## src/rtl/nco_sweep_ctrl.sv

```systemverilog
`default_nettype none
// ============================================================================
//  Module      : nco_sweep_ctrl
//  Description : Steps the dsm_core NCO frequency word linearly from a start
//                value toward a stop value, holding each point for a dwell.
//  Revision    : 1.0 - initial release
// ============================================================================
module nco_sweep_ctrl #(
    parameter int ACC_WIDTH   = 32,
    parameter int DWELL_WIDTH = 16,
    parameter int CNT_WIDTH   = 16
) (
    input  logic                   aclk,
    input  logic                   arst,
    input  logic                   start,
    input  logic                   abort,
    input  logic                   cfg_loop,
    input  logic                   cfg_down,
    input  logic [ACC_WIDTH-1:0]   cfg_start_step,
    input  logic [ACC_WIDTH-1:0]   cfg_stop_step,
    input  logic [ACC_WIDTH-1:0]   cfg_delta,
    input  logic [DWELL_WIDTH-1:0] cfg_dwell,
    output logic [ACC_WIDTH-1:0]   nco_step,
    output logic                   nco_step_enable,
    output logic                   busy,
    output logic                   done,
    output logic [CNT_WIDTH-1:0]   sweep_count
);

    typedef enum logic [2:0] {
        S_IDLE  = 3'd0,
        S_LOAD  = 3'd1,
        S_DWELL = 3'd2,
        S_STEP  = 3'd3,
        S_DONE  = 3'd4
    } state_t;

    localparam logic [DWELL_WIDTH-1:0] C_DWELL_ONE = DWELL_WIDTH'(1);
    localparam logic [CNT_WIDTH-1:0]   C_CNT_ONE   = CNT_WIDTH'(1);

    state_t                 state_q, state_d;
    logic                   loop_q, loop_d;
    logic                   down_q, down_d;
    logic [ACC_WIDTH-1:0]   start_step_q, start_step_d;
    logic [ACC_WIDTH-1:0]   stop_step_q, stop_step_d;
    logic [ACC_WIDTH-1:0]   delta_q, delta_d;
    logic [DWELL_WIDTH-1:0] dwell_q, dwell_d;
    logic [DWELL_WIDTH-1:0] dwell_cnt_q, dwell_cnt_d;
    logic [ACC_WIDTH-1:0]   nco_step_q, nco_step_d;
    logic                   enable_q, enable_d;
    logic                   busy_q, busy_d;
    logic                   done_q, done_d;
    logic [CNT_WIDTH-1:0]   sweep_count_q, sweep_count_d;

    // One extra bit exposes carry (up) or borrow (down) so wrap ends the sweep.
    logic [ACC_WIDTH:0]     next_sum;
    logic                   past_stop;
    logic                   sweep_end;

    always_comb begin
        if (down_q) begin
            next_sum  = {1'b0, nco_step_q} - {1'b0, delta_q};
            past_stop = next_sum[ACC_WIDTH-1:0] < stop_step_q;
        end else begin
            next_sum  = {1'b0, nco_step_q} + {1'b0, delta_q};
            past_stop = next_sum[ACC_WIDTH-1:0] > stop_step_q;
        end
        sweep_end = next_sum[ACC_WIDTH] || past_stop || (delta_q == '0);
    end

    always_comb begin
        state_d       = state_q;
        loop_d        = loop_q;
        down_d        = down_q;
        start_step_d  = start_step_q;
        stop_step_d   = stop_step_q;
        delta_d       = delta_q;
        dwell_d       = dwell_q;
        dwell_cnt_d   = dwell_cnt_q;
        nco_step_d    = nco_step_q;
        enable_d      = 1'b0;
        busy_d        = busy_q;
        done_d        = 1'b0;
        sweep_count_d = sweep_count_q;

        case (state_q)
            S_IDLE: begin
                if (start) begin
                    loop_d        = cfg_loop;
                    down_d        = cfg_down;
                    start_step_d  = cfg_start_step;
                    stop_step_d   = cfg_stop_step;
                    delta_d       = cfg_delta;
                    dwell_d       = cfg_dwell;
                    sweep_count_d = '0;
                    state_d       = S_LOAD;
                end
            end
            S_LOAD: begin
                nco_step_d  = start_step_q;
                enable_d    = 1'b1;
                busy_d      = 1'b1;
                dwell_cnt_d = dwell_q;
                state_d     = S_DWELL;
            end
            S_DWELL: begin
                if (dwell_cnt_q != '0) begin
                    dwell_cnt_d = dwell_cnt_q - C_DWELL_ONE;
                end else if (sweep_end) begin
                    sweep_count_d = sweep_count_q + C_CNT_ONE;
                    if (loop_q) begin
                        state_d = S_LOAD;
                    end else begin
                        done_d  = 1'b1;
                        busy_d  = 1'b0;
                        state_d = S_DONE;
                    end
                end else begin
                    state_d = S_STEP;
                end
            end
            S_STEP: begin
                nco_step_d  = next_sum[ACC_WIDTH-1:0];
                enable_d    = 1'b1;
                dwell_cnt_d = dwell_q;
                state_d     = S_DWELL;
            end
            S_DONE: begin
                state_d = S_IDLE;
            end
            default: begin
                state_d = S_IDLE;
            end
        endcase

        // Abort wins over everything, including a start in the same cycle.
        if (abort) begin
            state_d       = S_IDLE;
            loop_d        = loop_q;
            down_d        = down_q;
            start_step_d  = start_step_q;
            stop_step_d   = stop_step_q;
            delta_d       = delta_q;
            dwell_d       = dwell_q;
            nco_step_d    = nco_step_q;
            enable_d      = 1'b0;
            busy_d        = 1'b0;
            done_d        = 1'b0;
            sweep_count_d = sweep_count_q;
        end
    end

    always_ff @(posedge aclk or posedge arst) begin
        if (arst) begin
            state_q       <= S_IDLE;
            loop_q        <= 1'b0;
            down_q        <= 1'b0;
            start_step_q  <= '0;
            stop_step_q   <= '0;
            delta_q       <= '0;
            dwell_q       <= '0;
            dwell_cnt_q   <= '0;
            nco_step_q    <= '0;
            enable_q      <= 1'b0;
            busy_q        <= 1'b0;
            done_q        <= 1'b0;
            sweep_count_q <= '0;
        end else begin
            state_q       <= state_d;
            loop_q        <= loop_d;
            down_q        <= down_d;
            start_step_q  <= start_step_d;
            stop_step_q   <= stop_step_d;
            delta_q       <= delta_d;
            dwell_q       <= dwell_d;
            dwell_cnt_q   <= dwell_cnt_d;
            nco_step_q    <= nco_step_d;
            enable_q      <= enable_d;
            busy_q        <= busy_d;
            done_q        <= done_d;
            sweep_count_q <= sweep_count_d;
        end
    end

    assign nco_step        = nco_step_q;
    assign nco_step_enable = enable_q;
    assign busy            = busy_q;
    assign done            = done_q;
    assign sweep_count     = sweep_count_q;

endmodule
`default_nettype wire

```

## config.mk

```make
export PLATFORM = sky130hd
export DESIGN_NAME = nco_sweep_ctrl
export DESIGN_NICKNAME = d
export VERILOG_FILES = /design/src/rtl/nco_sweep_ctrl.sv
export SDC_FILE = /design/constraint.sdc
export NUM_CORES = 1
export LEC_CHECK = 0
export CAP_MARGIN = 10
export CORE_MARGIN = 2
export CORE_UTILIZATION = 51
export CTS_CLUSTER_SIZE = 20
export DETAILED_ROUTE_END_ITERATION = 10
export PLACE_DENSITY = 0.83
export SYNTH_ARGS = -nofsm -noshare
export SYNTH_HDL_FRONTEND = slang
export SYNTH_SLANG_ARGS = --single-unit
```

## constraint.sdc

```tcl
create_clock -name aclk -period 6.4 [get_ports aclk]
set_clock_uncertainty 0.15 [all_clocks]
set_input_delay 1.28 -clock aclk [delete_from_list [all_inputs] [get_ports aclk]]
set_output_delay 1.28 -clock aclk [all_outputs]
set_load 0.01 [all_outputs]
```

== Word-level counts from Yosys, hierarchy flattened ==
Index checks and enable logic that the tools add are counted.
Storage, ports and cells
  flip-flop bits (word level): 184
  input port bits: 118
  word-level logic and storage cells: 74
Operators by class
  add/sub/neg operators: 4
  magnitude comparators: 2
  equal/unequal tests: 11
  mux-type cells: 27
  bitwise logic cells: 1
  reduce and logical (&&, ||, !) cells: 16
Operators by type and width (number)
  $mux 16: 4
  $pmux 16 s2: 2
  $pmux 32 s2: 1
  $add 32x32->33: 1
  $mux 33: 1
  $sub 32x32->33: 1
  $gt 32x32->1: 1
  $logic_not 32->1: 1
  $lt 32x32->1: 1
  $add 16x1->16 const B: 1
  $reduce_bool 16->1: 1
  $sub 16x1->16 const B: 1
  $mux 3: 5
  $mux 1: 12
  $ne 3x3->1 const B: 4
  $pmux 3 s3: 1
  $ne 2x2->1 const B: 4
  $eq 3x2->1 const B: 2
  $reduce_and 2->1: 3
  $reduce_bool 2->1: 3
  $reduce_and 5->1: 1
  $reduce_and 4->1: 1
  $eq 3x1->1 const B: 1
  $logic_not 3->1: 1
  6 further kinds: 7

== Logic depth before layout (Yosys ltp) ==
  word-level depth: 9
  mapped depth: 24
  gate-level depth less buffers: 23

== Worst setup path before layout ==
No wires, ideal clock.
  path type: register to register
  start point: register nco_step_q[0], in the netlist nco_step[0]
  end point: register sweep_count_q[0], in the netlist sweep_count[0]
  setup time: 0.083 ns
  data arrival time: 4.870 ns
  path slack: 1.298 ns
  cell stages (with the launch flop): 23
  path through: dfrtp_1 > ha_1 > fa_1 > nor2b_4 > o211ai_2 > a21oi_2 > a211oi_2 > o41ai_4 > a21boi_2 > o311ai_4 > a221oi_2 > xnor2_1 > ha_1 > nand4_1 > nor4_1 > nor3b_1 > a31oi_1 > a2111oi_1 > nand2_1 > nand2_1 > buf_2 > a21oi_1 > o21ai_0
Between the ends
  cells in the longest elaborated chain, start to end: 7
  elaborated cells on any way between the ends: 10
  those cells by class: add/sub: 2; order compare: 2; eq/ne: 1; mux: 2; reduce/logical: 3
Ends and longest elaborated chain
  from (decl): line 49  | logic [ACC_WIDTH-1:0] nco_step_q, nco_step_d;
  from (signal assigned): line 177  | nco_step_q <= nco_step_d;
  $add 32x32->33 / $sub 32x32->33 (equally long branches): line 65, 62
  $gt 32x32->1 / $lt 32x32->1 (equally long branches): line 66, 63
  $mux 1: line 61  | if (down_q) begin
  $logic_or 1x1->1 * (2 in a row): line 68  | sweep_end = next_sum[ACC_WIDTH] || past_stop || (delta_q == '0);
  $ne 2x2->1 (no line) *
  $reduce_and 5->1 (no line) *
  to (signal assigned): line 181  | sweep_count_q <= sweep_count_d;
  to (decl): line 53  | logic [CNT_WIDTH-1:0] sweep_count_q, sweep_count_d;
Mark *: on every way between the ends. The rest lies on a longest branch, timed or not.
A chain may end at the register's enable or synchronous reset.

== Worst setup path in the final report ==
  start point: register delta_q[2]
  end point: register sweep_count_q[0], in the netlist sweep_count[0]
Between the ends
  cells in the longest elaborated chain, start to end: 7
  elaborated cells on any way between the ends: 11
  those cells by class: add/sub: 2; order compare: 2; eq/ne: 1; mux: 2; reduce/logical: 4
Ends and longest elaborated chain
  from (decl): line 46  | logic [ACC_WIDTH-1:0] delta_q, delta_d;
  from (signal assigned): line 174  | delta_q <= delta_d;
  $add 32x32->33 / $sub 32x32->33 (equally long branches): line 65, 62
  $gt 32x32->1 / $lt 32x32->1 (equally long branches): line 66, 63
  $mux 1: line 61
  $logic_or 1x1->1: line 68
  $logic_or 1x1->1 *: line 68
  $ne 2x2->1 (no line) *
  $reduce_and 5->1 (no line) *
Marked as above.

==> results.yml <==
outcome:
  status: "finished, final reports clean"
synthesis:
  async_flop_share_pct: 100
  synth_common_cells: "dfrtp_1, ha_1, mux2_2, nand2_1, inv_1"
  yosysTopAreaCellShare_pct: 35.1
  ys_top_cells_by_area: "dfrtp_1, ha_1, mux2_2, a21oi_1, xnor2_1"
  ys_warn_count: 0
  synthFlopType: "dfrtp_1"
  synth_area_leader_cell: "dfrtp_1"
  synth_most_common_cell: "dfrtp_1"
  ys_types: 82
  yosysSeqAreaShare_pct: 35.1
  ys_ff_latch: 184
  netlist_area_um2: 13100
  synth.avg_cell_area_um2: 9.32
  syn-instance-count: 1408
  synth_edf_count: 0
  syn_nets: 1657
critical_path:
  required_ns: 6.62
  critPathLaunchType: "flop"
  endpoint_kind: "flop"
  path_class: "reg2reg"
  rr_worst_depth: 22
  cp_data_arrival_time_ns: 6.18
  r2r_setup_slack_ns: 0.44
  critPathMaxFanout: 19
route:
  viasPerCell: 6.07
  dr.pass1.iters: 5
  dr_total_vias: 11466
  wirelength_um: 38600
  post-route-drc-count: 0
  postRouteAntennaNets: 0
  first_iter_violations: 967
  wl_per_cell_um: 20.4
final_layout:
  layout-drive-gt1-share_pct: 12.0
  syn_to_final_growth_pct: 19.9
  diodes: 0
  num-nets-final: 1794
  finalInstanceArea_um2: 15700
timing:
  period_needed_ns: 5.96
  layout_setup_ws_ns: 0.442
  fin_tns_setup_ns: 0
  clock.fmax_mhz: 168
  hold_viol: 0
  setup_viol: 0
  grt_setup_unrepaired: "no"
  tightest_slew_ns: 1.15
  slew_viol_final: 0
  post-route-period-util_pct: 93.1
  maxSlewHeadroom_pct: 22.9
flow_run:
  drv_cap: 0
place:
  io_buffers: 168
  pre_cts_ws_ns: 0.361
  finalWeightedCongestion: 1.02
  postPlaceCellArea_um2: 15100
  dp_hpwl_um: 28700
clock_network:
  cts_tree: "yes"
  worstSkewPairLatency_ns: 0.46
  ctsHtreeMaxLevel: 4
  clock_path_buffers: 2
  clock_sinks: 184
  cts_root_buf: "clkbuf_16"
  cts_buffers: 17
  clk_pin_slew_worst_paths_ns: 0.10
  post-cts-setup-buffers: 0
power:
  vdd_drop_max_mv: 0.274
  p_leak_uw: 0.00699
  p_per_area_nw_per_um2: 594
grt:
  antenna_found_initial: 0
  grt_pass1_wl_um: 60900
  first_global_vias: 11291
  grtUsageTotal_pct: 28.8
  grt_overflow: 0
  grt_max_degree: 183
floorplanning:
  die_h_um: 164
  chipWidth_um: 164
  rows: 58
  ios: 169
  initial_core_util_pct: 52.1
  die_area_um2: 27000
  fp.coreArea_um2: 25200
hold_path:
  hp-class: "reg2reg"
  holdPathStages: 2
-- metrics by stage --
stage / hold slack, ns / utilization (%) / instances / total power (uW)
6_report: 0.333 / 62.5 / 1888 / 9350
2_1_floorplan: 0.280 / - / 1408 / 6200
3_3_place_gp: 0.310 / 59.8 / 1856 / 7880
5_1_grt: 0.362 / 62.5 / 1888 / 10000
3_5_place_dp: 0.313 / 59.8 / 1856 / 7980
4_1_cts: 0.339 / 62.4 / 1888 / 9200
-- final cells by class --
| type | instances | area (um^2) |
|---|---|---|
| repair buffers | 182 | 1800 |
| clock inverters | 15 | 225 |
| well taps | 330 | 413 |
| fillers | 2117 | 9450 |
| multi-input cells | 1047 | 7840 |
| flip-flops and latches | 184 | 4600 |
| clock buffers | 17 | 425 |
| inverters | 113 | 428 |
-- per-layer routing --
layer	wire (um)	GRT usage (%)	part of all wire, %
met3	3040	6.93	7.9
met1	17000	39.1	44
met5	0	0	0
met4	821	7.94	2.1
met2	17700	46.1	46
-- power by group --
part,internal (uW),switching (uW)
Clock,552,604
Combinational,2610,3670
Sequential,1540,375
-- worst max-delay path: stages, from the launching register on --
cell and delay [ns]:
dfrtp_1 0.44, inv_1 0.07, ha_1 0.42, nor2b_4 0.18, o211ai_2 0.13, a21oi_2 0.32, a211oi_2 0.17, o41ai_4 0.60
a21boi_2 0.18, o311ai_4 0.43, a221oi_2 0.18, xnor2_1 0.16, ha_1 0.30, nand4_1 0.16, nor4_2 0.25, nor3b_1 0.31
a31oi_1 0.17, a2111oi_2 0.47, nand2_1 0.14, nand2_1 0.09, buf_4 0.22, a21oi_1 0.11, o21ai_0 0.22
-- path summary, 6_finish.rpt --
check / from / endpoint
setup / recovery: delta_q[2] / sweep_count[0]
hold / removal: dwell_q[1] / dwell_cnt_q[1]
setup reg to reg: delta_q[2] / sweep_count[0]
hold reg to reg: dwell_q[1] / dwell_cnt_q[1]
max in group asynchronous: arst / start_step_q[23]
min in group asynchronous: arst / start_step_q[4]
-- repair_timing --
action,CTS,global route
gates resized for setup,0,2
hold buffers,0,0
setup endpoints to repair,0,12
-- sequential cells by signal (all words and copies together) (netlist names) --
name / count
delta_q: 32
nco_step: 32
start_step_q: 32
stop_step_q: 32
dwell_cnt_q: 16
dwell_q: 16
sweep_count: 16
state_q: 3
busy: 1
done: 1
down_q: 1
loop_q: 1
nco_step_enable: 1
-- cell families after synthesis --
| kind of cell | synth area share, % |
|---|---|
| simple gates | 13.7 |
| compound gates | 17.4 |
| flops | 35.1 |
| buf+inv | 5.30 |
| mux | 11.6 |
| fa+ha+maj | 12.6 |
| xor+xnor | 4.27 |
-- layout by cell type, fill, tap and decap left out, types with 19 or more instances in the layout --
cell type        netlist  layout
inv_1                111     110
xnor2_1               59      59
nor4_1                20      19
a21o_1                24      24
mux2i_1               19      19
o21ai_0               63      63
nand2_1              113     112
o211ai_1              29      29
mux2_2               117     117
clkdlybuf4s50_1        0     168
dfrtp_1              184     184
ha_1                 129     129
nand3_1               32      32
nor3_1                20      20
nor2_1                91      91
a21oi_1              109     109
No activity file was read; power rests on OpenSTA's default activity.
